<file path="src/rtl/pc_lut_loader.sv">
// Boot-time loader for the branch-target table: accepts a valid/ready target stream
// and writes it to consecutive table entries. Optional shadow copy: PC_LUT_LOADER_SHADOW_EN.
module pc_lut_loader #(
  parameter int D = 8,
  parameter int N = 8,
  localparam int IW = $clog2(N)
) (
  input  logic          clk,
  input  logic          reset_n,
  input  logic          start,
  input  logic          wr_valid,
  input  logic [D-1:0]  wr_data,
  input  logic          wr_last,
  output logic          wr_ready,
  output logic          lut_we,
  output logic [IW-1:0] lut_idx,
  output logic [D-1:0]  lut_target,
  output logic          busy,
  output logic          done,
  output logic          err,
  output logic [IW:0]   count,
  input  logic [IW-1:0] rd_idx,
  output logic [D-1:0]  rd_target
);

  typedef enum logic [1:0] {
    IDLE,
    LOAD,
    DONE
  } state_t;

  state_t        state_q, state_d;
  logic [IW-1:0] ptr_q;
  logic          accept;
  logic          final_beat;
  logic          seq_start;

  // Ready depends on state only, so upstream may hold wr_valid without a comb loop.
  assign wr_ready   = (state_q == LOAD);
  assign busy       = (state_q == LOAD);
  assign done       = (state_q == DONE);
  assign accept     = wr_valid && (state_q == LOAD);
  assign final_beat = wr_last || (ptr_q == IW'(N - 1));
  assign seq_start  = start && (state_q != LOAD);

  // NOTE: next-state gets a default before the case so no path leaves it unassigned (no latch).
  always_comb begin
    state_d = state_q;
    case (state_q)
      IDLE:    if (start) state_d = LOAD;
      LOAD:    if (accept && final_beat) state_d = DONE;
      DONE:    if (start) state_d = LOAD;
      default: state_d = IDLE;
    endcase
  end

  // NOTE: all state updates are non-blocking so every register samples pre-edge values.
  always_ff @(posedge clk or negedge reset_n) begin
    if (!reset_n) begin
      state_q    <= IDLE;
      ptr_q      <= '0;
      count      <= '0;
      err        <= 1'b0;
      lut_we     <= 1'b0;
      lut_idx    <= '0;
      lut_target <= '0;
    end else begin
      state_q <= state_d;
      lut_we  <= accept;
      if (accept) begin
        lut_idx    <= ptr_q;
        lut_target <= wr_data;
        ptr_q      <= ptr_q + 1'b1;
        count      <= count + 1'b1;
      end
      if (seq_start) begin
        ptr_q <= '0;
        count <= '0;
        err   <= 1'b0;
      end else if ((state_q == DONE) && wr_valid) begin
        err <= 1'b1;
      end
    end
  end

`ifdef PC_LUT_LOADER_SHADOW_EN
  logic [D-1:0] shadow_q [N];

  // NOTE: the shadow is reset explicitly because readback of unwritten entries must return 0;
  // this forces flops rather than RAM, which is acceptable at these sizes.
  always_ff @(posedge clk or negedge reset_n) begin
    if (!reset_n) begin
      for (int i = 0; i < N; i++) shadow_q[i] <= '0;
    end else if (accept) begin
      shadow_q[ptr_q] <= wr_data;
    end
  end

  assign rd_target = shadow_q[rd_idx];
`else
  logic unused_rd_idx;

  assign unused_rd_idx = ^rd_idx;
  assign rd_target     = '0;
`endif

endmodule

</file>
<file path="config.mk">
export PLATFORM = sky130hd
export DESIGN_NAME = pc_lut_loader
export DESIGN_NICKNAME = d
export VERILOG_FILES = /design/src/rtl/pc_lut_loader.sv
export SDC_FILE = /design/constraint.sdc
export NUM_CORES = 1
export LEC_CHECK = 0
export CELL_PAD_IN_SITES_DETAIL_PLACEMENT = 1
export CELL_PAD_IN_SITES_GLOBAL_PLACEMENT = 2
export CORE_MARGIN = 3
export CORE_UTILIZATION = 23
export DETAILED_ROUTE_END_ITERATION = 12
export GPL_TIMING_DRIVEN = 0
export PLACE_DENSITY = 0.82
export SLEW_MARGIN = 20
export SYNTH_ARGS = -nofsm -noshare
export SYNTH_HDL_FRONTEND = slang
export SYNTH_SLANG_ARGS = --single-unit
</file>
<file path="constraint.sdc">
create_clock -name clk -period 1.8 [get_ports clk]
set_clock_uncertainty 0.15 [all_clocks]
set_input_delay 0.36 -clock clk [delete_from_list [all_inputs] [get_ports clk]]
set_output_delay 0.36 -clock clk [all_outputs]
set_load 0.05 [all_outputs]
</file>
==> report_table.html, run 1 <==
<table>
<tr><th>Metric</th><th>Value</th></tr>
<tr><th colspan="2">Worst setup path</th></tr>
<tr><td>Crit path DAT</td><td>1.21 ns</td></tr>
<tr><td>Stage delay of the slowest cell on the critical path</td><td>0.54 ns</td></tr>
<tr><td>Kind of launch point of the worst setup path</td><td>register</td></tr>
<tr><td>Critical path data required time</td><td>1.29 ns</td></tr>
<tr><td>Class of the most critical setup path</td><td>register to output port</td></tr>
<tr><td>Worst Setup End Kind</td><td>output port</td></tr>
<tr><td>Cell-by-cell trace of the critical path</td><td>dlygate4sd2_1</td></tr>
<tr><td>Logic depth of the worst register-to-register path</td><td>3</td></tr>
<tr><td>Largest delay share family, worst path</td><td>buffers and inverters</td></tr>
<tr><td>Maximum fanout count along the critical path</td><td>4</td></tr>
<tr><td>Slowest library cell on the worst path</td><td>dlygate4sd2_1</td></tr>
<tr><td>Critical path depth in cells</td><td>1</td></tr>
<tr><td>Number of buffer and inverter stages on the critical path</td><td>1</td></tr>
<tr><th colspan="2">Global route</th></tr>
<tr><td>Global-route wire length before repair</td><td>4.06 mm</td></tr>
<tr><td>Initial antenna violation count</td><td>0</td></tr>
<tr><td>Number of global-route vias before repair</td><td>847</td></tr>
<tr><td>Total gr overflow</td><td>0</td></tr>
<tr><td>Overall fraction of global-route tracks in use</td><td>about a tenth</td></tr>
<tr><td>Pin count of the biggest net entering global routing</td><td>23</td></tr>
<tr><th colspan="2">Routing</th></tr>
<tr><td>Drt drc</td><td>0</td></tr>
<tr><td>Post-detailed-route count of antenna-violating nets</td><td>0</td></tr>
<tr><td>Final WL</td><td>2.46 mm</td></tr>
<tr><td>Violation count after the first detailed-route iteration</td><td>26</td></tr>
<tr><td>TritonRoute pass-1 iters</td><td>3</td></tr>
<tr><td>Average wire length per cell after detail routing</td><td>approximately 13 um</td></tr>
<tr><td>Detail-routed via count per cell</td><td>4.22</td></tr>
<tr><td>Vias</td><td>797</td></tr>
<tr><th colspan="2">Final layout</th></tr>
<tr><td>Fill cell total of the finished layout</td><td>470</td></tr>
<tr><td>Area growth from synthesis to layout</td><td>46.6%</td></tr>
<tr><td>Net count, final</td><td>159</td></tr>
<tr><td>Core Util, Final</td><td>approximately 35%</td></tr>
<tr><td>Diode count</td><td>0</td></tr>
<tr><td>Fraction of layout cells with a size suffix above 1</td><td>18.7%</td></tr>
<tr><th colspan="2">Min path</th></tr>
<tr><td>Worst hold stages</td><td>2</td></tr>
<tr><td>Hold WC Path Type</td><td>register to register</td></tr>
<tr><th colspan="2">Place</th></tr>
<tr><td>Quantity of I/O buffers inserted on ports</td><td>32</td></tr>
<tr><td>Global placer's final weighted congestion</td><td>0.707</td></tr>
<tr><td>Placed wire-length estimate after detailed placement</td><td>1.90 mm</td></tr>
<tr><th colspan="2">Synth</th></tr>
<tr><td>Post-synthesis register bit count</td><td>22</td></tr>
<tr><td>Cell taking the most area after synthesis</td><td>dfrtp_1</td></tr>
<tr><td>Post-Syn Area</td><td>972 um2</td></tr>
<tr><td>Distinct cell type count of the synthesized netlist</td><td>24</td></tr>
<tr><td>Number of flops mapped to enable cells by yosys</td><td>0</td></tr>
<tr><td>Most common library cells after synthesis</td><td>nand2_1, dfrtp_1, buf_4</td></tr>
<tr><td>Async SR Flop Fraction</td><td>between 90% and 100%</td></tr>
<tr><td>Most common cell in the synthesized netlist</td><td>nand2_1</td></tr>
<tr><td>Largest cells by area after synthesis</td><td>dfrtp_1, nand2_1, buf_4, ha_1, a22o_1</td></tr>
<tr><td>Primary flip-flop cell chosen by synthesis mapping</td><td>dfrtp_1</td></tr>
<tr><td>Portion of the post-synthesis area used by sequential elements</td><td>56.6%</td></tr>
<tr><td>Count of yosys warnings during synthesis</td><td>0</td></tr>
<tr><td>Cell count after synthesis</td><td>95</td></tr>
<tr><td>Avg Synthesized Cell Area</td><td>roughly 10 um2</td></tr>
<tr><td>Fraction of post-synthesis cell area in the top cell type by area</td><td>56.6%</td></tr>
<tr><th colspan="2">Clock network</th></tr>
<tr><td>Number of H-tree branching levels</td><td>1</td></tr>
<tr><td>Number of buffers on the longest clock path</td><td>2</td></tr>
<tr><td>Post-CTS Repair Setup Buffers</td><td>0</td></tr>
<tr><td>Clock slew at the register clock pins of the worst setup and hold paths</td><td>0.08 ns</td></tr>
<tr><td>CTS tree</td><td>done</td></tr>
<tr><td>Clk Latency, worst-skew pair</td><td>0.26 ns</td></tr>
<tr><td>Number of buffers inserted during clock tree synthesis</td><td>3</td></tr>
<tr><td>Clock Sinks</td><td>22</td></tr>
<tr><td>Clock root buffer master</td><td>clkbuf_8</td></tr>
<tr><th colspan="2">Floorplanning</th></tr>
<tr><td>Vert. Die Dim</td><td>roughly 70 um</td></tr>
<tr><td>Initial cell density of the core</td><td>between 20% and 30%</td></tr>
<tr><td>Total number of placement rows</td><td>23</td></tr>
<tr><td>Floorplan core area</td><td>slightly above 4000 um2</td></tr>
<tr><td>Full die area</td><td>between 5000 and 6000 um2</td></tr>
<tr><td>I/O pins</td><td>44</td></tr>
<tr><td>DIE WIDTH</td><td>71.0 um</td></tr>
<tr><th colspan="2">Run status</th></tr>
<tr><td>Status</td><td>completed</td></tr>
<tr><th colspan="2">Power and ir drop</th></tr>
<tr><td>Power per Cell Area</td><td>1800 nW/um2</td></tr>
<tr><td>Power after layout</td><td>2560 uW</td></tr>
<tr><td>Largest vdd supply drop</td><td>0.530 mV</td></tr>
<tr><td>Leakage dissipation</td><td>0.000769 uW</td></tr>
<tr><th colspan="2">Timing</th></tr>
<tr><td>Setup repair after global routing missed its margin</td><td>no</td></tr>
<tr><td>Slew Limit Headroom</td><td>66.3%</td></tr>
<tr><td>Timing-limited maximum frequency</td><td>0.582 GHz</td></tr>
<tr><td>Final hold violation count</td><td>0</td></tr>
<tr><td>Setup TNS</td><td>0 ns</td></tr>
<tr><td>Final critical-path share of the clock period</td><td>95.5%</td></tr>
<tr><td>Number of endpoints failing setup at the final stage</td><td>0</td></tr>
<tr><td>Fin. max-slew vios</td><td>0</td></tr>
<tr><td>Pin slew with the least headroom to its limit</td><td>a little over 0.5 ns</td></tr>
<tr><td>Final critical delay including setup and external delays</td><td>1.72 ns</td></tr>
<tr><th colspan="2">Run</th></tr>
<tr><td>Max-cap violations</td><td>0</td></tr>
</table>
placed cells by master (no fill, tap or decap), types with 2 or more instances in the layout:
master / count
inv_1: 2
mux2_2: 2
clkbuf_8: 4
dfrtp_1: 21
a21oi_1: 3
ha_1: 3
dlygate4sd2_1: 17
nand2_1: 33
conb_1: 8
buf_2: 2
a22o_1: 3
buf_4: 10
clkdlybuf4s50_1: 11
o21ai_0: 2
area by class of cell:
class / instances / area (um2) / area share [%]
Buffer: 11 / 78.8 / 5.53
Clock buffer: 4 / 55.1 / 3.86
Inverter: 3 / 12.5 / 0.878
Multi-Input combinational cell: 66 / 367 / 25.7
Sequential cell: 22 / 552 / 38.7
Tap cell: 50 / 62.6 / 4.39
Timing Repair Buffer: 33 / 298 / 20.9
registers in the layout (all words and copies together), names as in the netlist:
signal / cells
ptr_q: 3
err: 1
lut_we: 1
state_q: 2
lut_target: 8
count: 4
lut_idx: 3
cell families after synthesis:
kind of cell | synth area share, %
simple gates | 17.8
flops | 56.6
buf+inv | 9.39
compound gates | 8.75
fa+ha+maj | 3.86
mux | 2.32
other cells | 0.386
xor+xnor | 0.901
repair_timing:
item	CTS	global route
hold buffers	0	1
resized for setup	31	6
pin swaps	0	0
setup endpoints to repair	20	3
endpoints found under the hold margin	0	22
tightest hold or removal path, cell delays in order (launching register included):
cell and delay, ns:
dfrtp_1 0.34, nand2_1 0.05, nand2_1 0.05
metrics by stage:
step	area, um2	setup WS [ns]	hold slack [ns]	std cells
finish	1430	0.0819	0.322	189
global route	1430	0.0110	0.350	189
CTS	1400	-0.0316	0.331	188
detailed placement	1380	-0.352	0.316	184
global placement	1380	-0.315	0.310	184
floorplan	998	0.0873	-0.0856	102
layer usage:
| metal | track usage, % | wire, um | vias to the layer above | share of wire (%) |
|---|---|---|---|---|
| met4 | 3.13 | 10 | 0 | 0.41 |
| li1 | - | - | 383 | - |
| met5 | 0 | 0 | - | 0 |
| met1 | 12.9 | 1030 | 391 | 42 |
| met3 | 2.70 | 131 | 2 | 5.3 |
| met2 | 16.8 | 1290 | 21 | 52 |
path summary, 6_finish.rpt:
check,slack [ns],startpoint,endpoint
hold / removal,0.32,lut_target[6],lut_target[6]
hold reg to reg,0.32,lut_target[6],lut_target[6]
min in group asynchronous,0.45,reset_n,err
max in group asynchronous,0.69,reset_n,state_q[0]
setup / recovery,0.08,count[0],count[0]
setup reg to reg,0.29,state_q[0],state_q[1]
where the power goes:
part | switching (uW) | total, uW | internal [uW]
clock network | 149 | 344 | 194
logic | 994 | 1390 | 397
registers | 139 | 824 | 685
No activity file was read; power rests on OpenSTA's default activity.
==> inputs of run 2 (changes only) <==
--- a/config.mk
+++ b/config.mk
@@ -10,6 +10,7 @@
 export CORE_MARGIN = 3
 export CORE_UTILIZATION = 23
 export DETAILED_ROUTE_END_ITERATION = 12
+export GPL_ROUTABILITY_DRIVEN = 0
 export GPL_TIMING_DRIVEN = 0
 export PLACE_DENSITY = 0.82
 export SLEW_MARGIN = 20
==> results of run 2 <==
Same layout as run 1: the final DEF is identical, and so are final timing and power.
==> inputs of run 3 (changes only) <==
--- a/config.mk
+++ b/config.mk
@@ -10,7 +10,6 @@
 export CORE_MARGIN = 3
 export CORE_UTILIZATION = 23
 export DETAILED_ROUTE_END_ITERATION = 12
-export GPL_ROUTABILITY_DRIVEN = 0
 export GPL_TIMING_DRIVEN = 0
 export PLACE_DENSITY = 0.82
 export SLEW_MARGIN = 20
==> results of run 3 <==
Same layout as run 1: the final DEF is identical, and so are final timing and power.
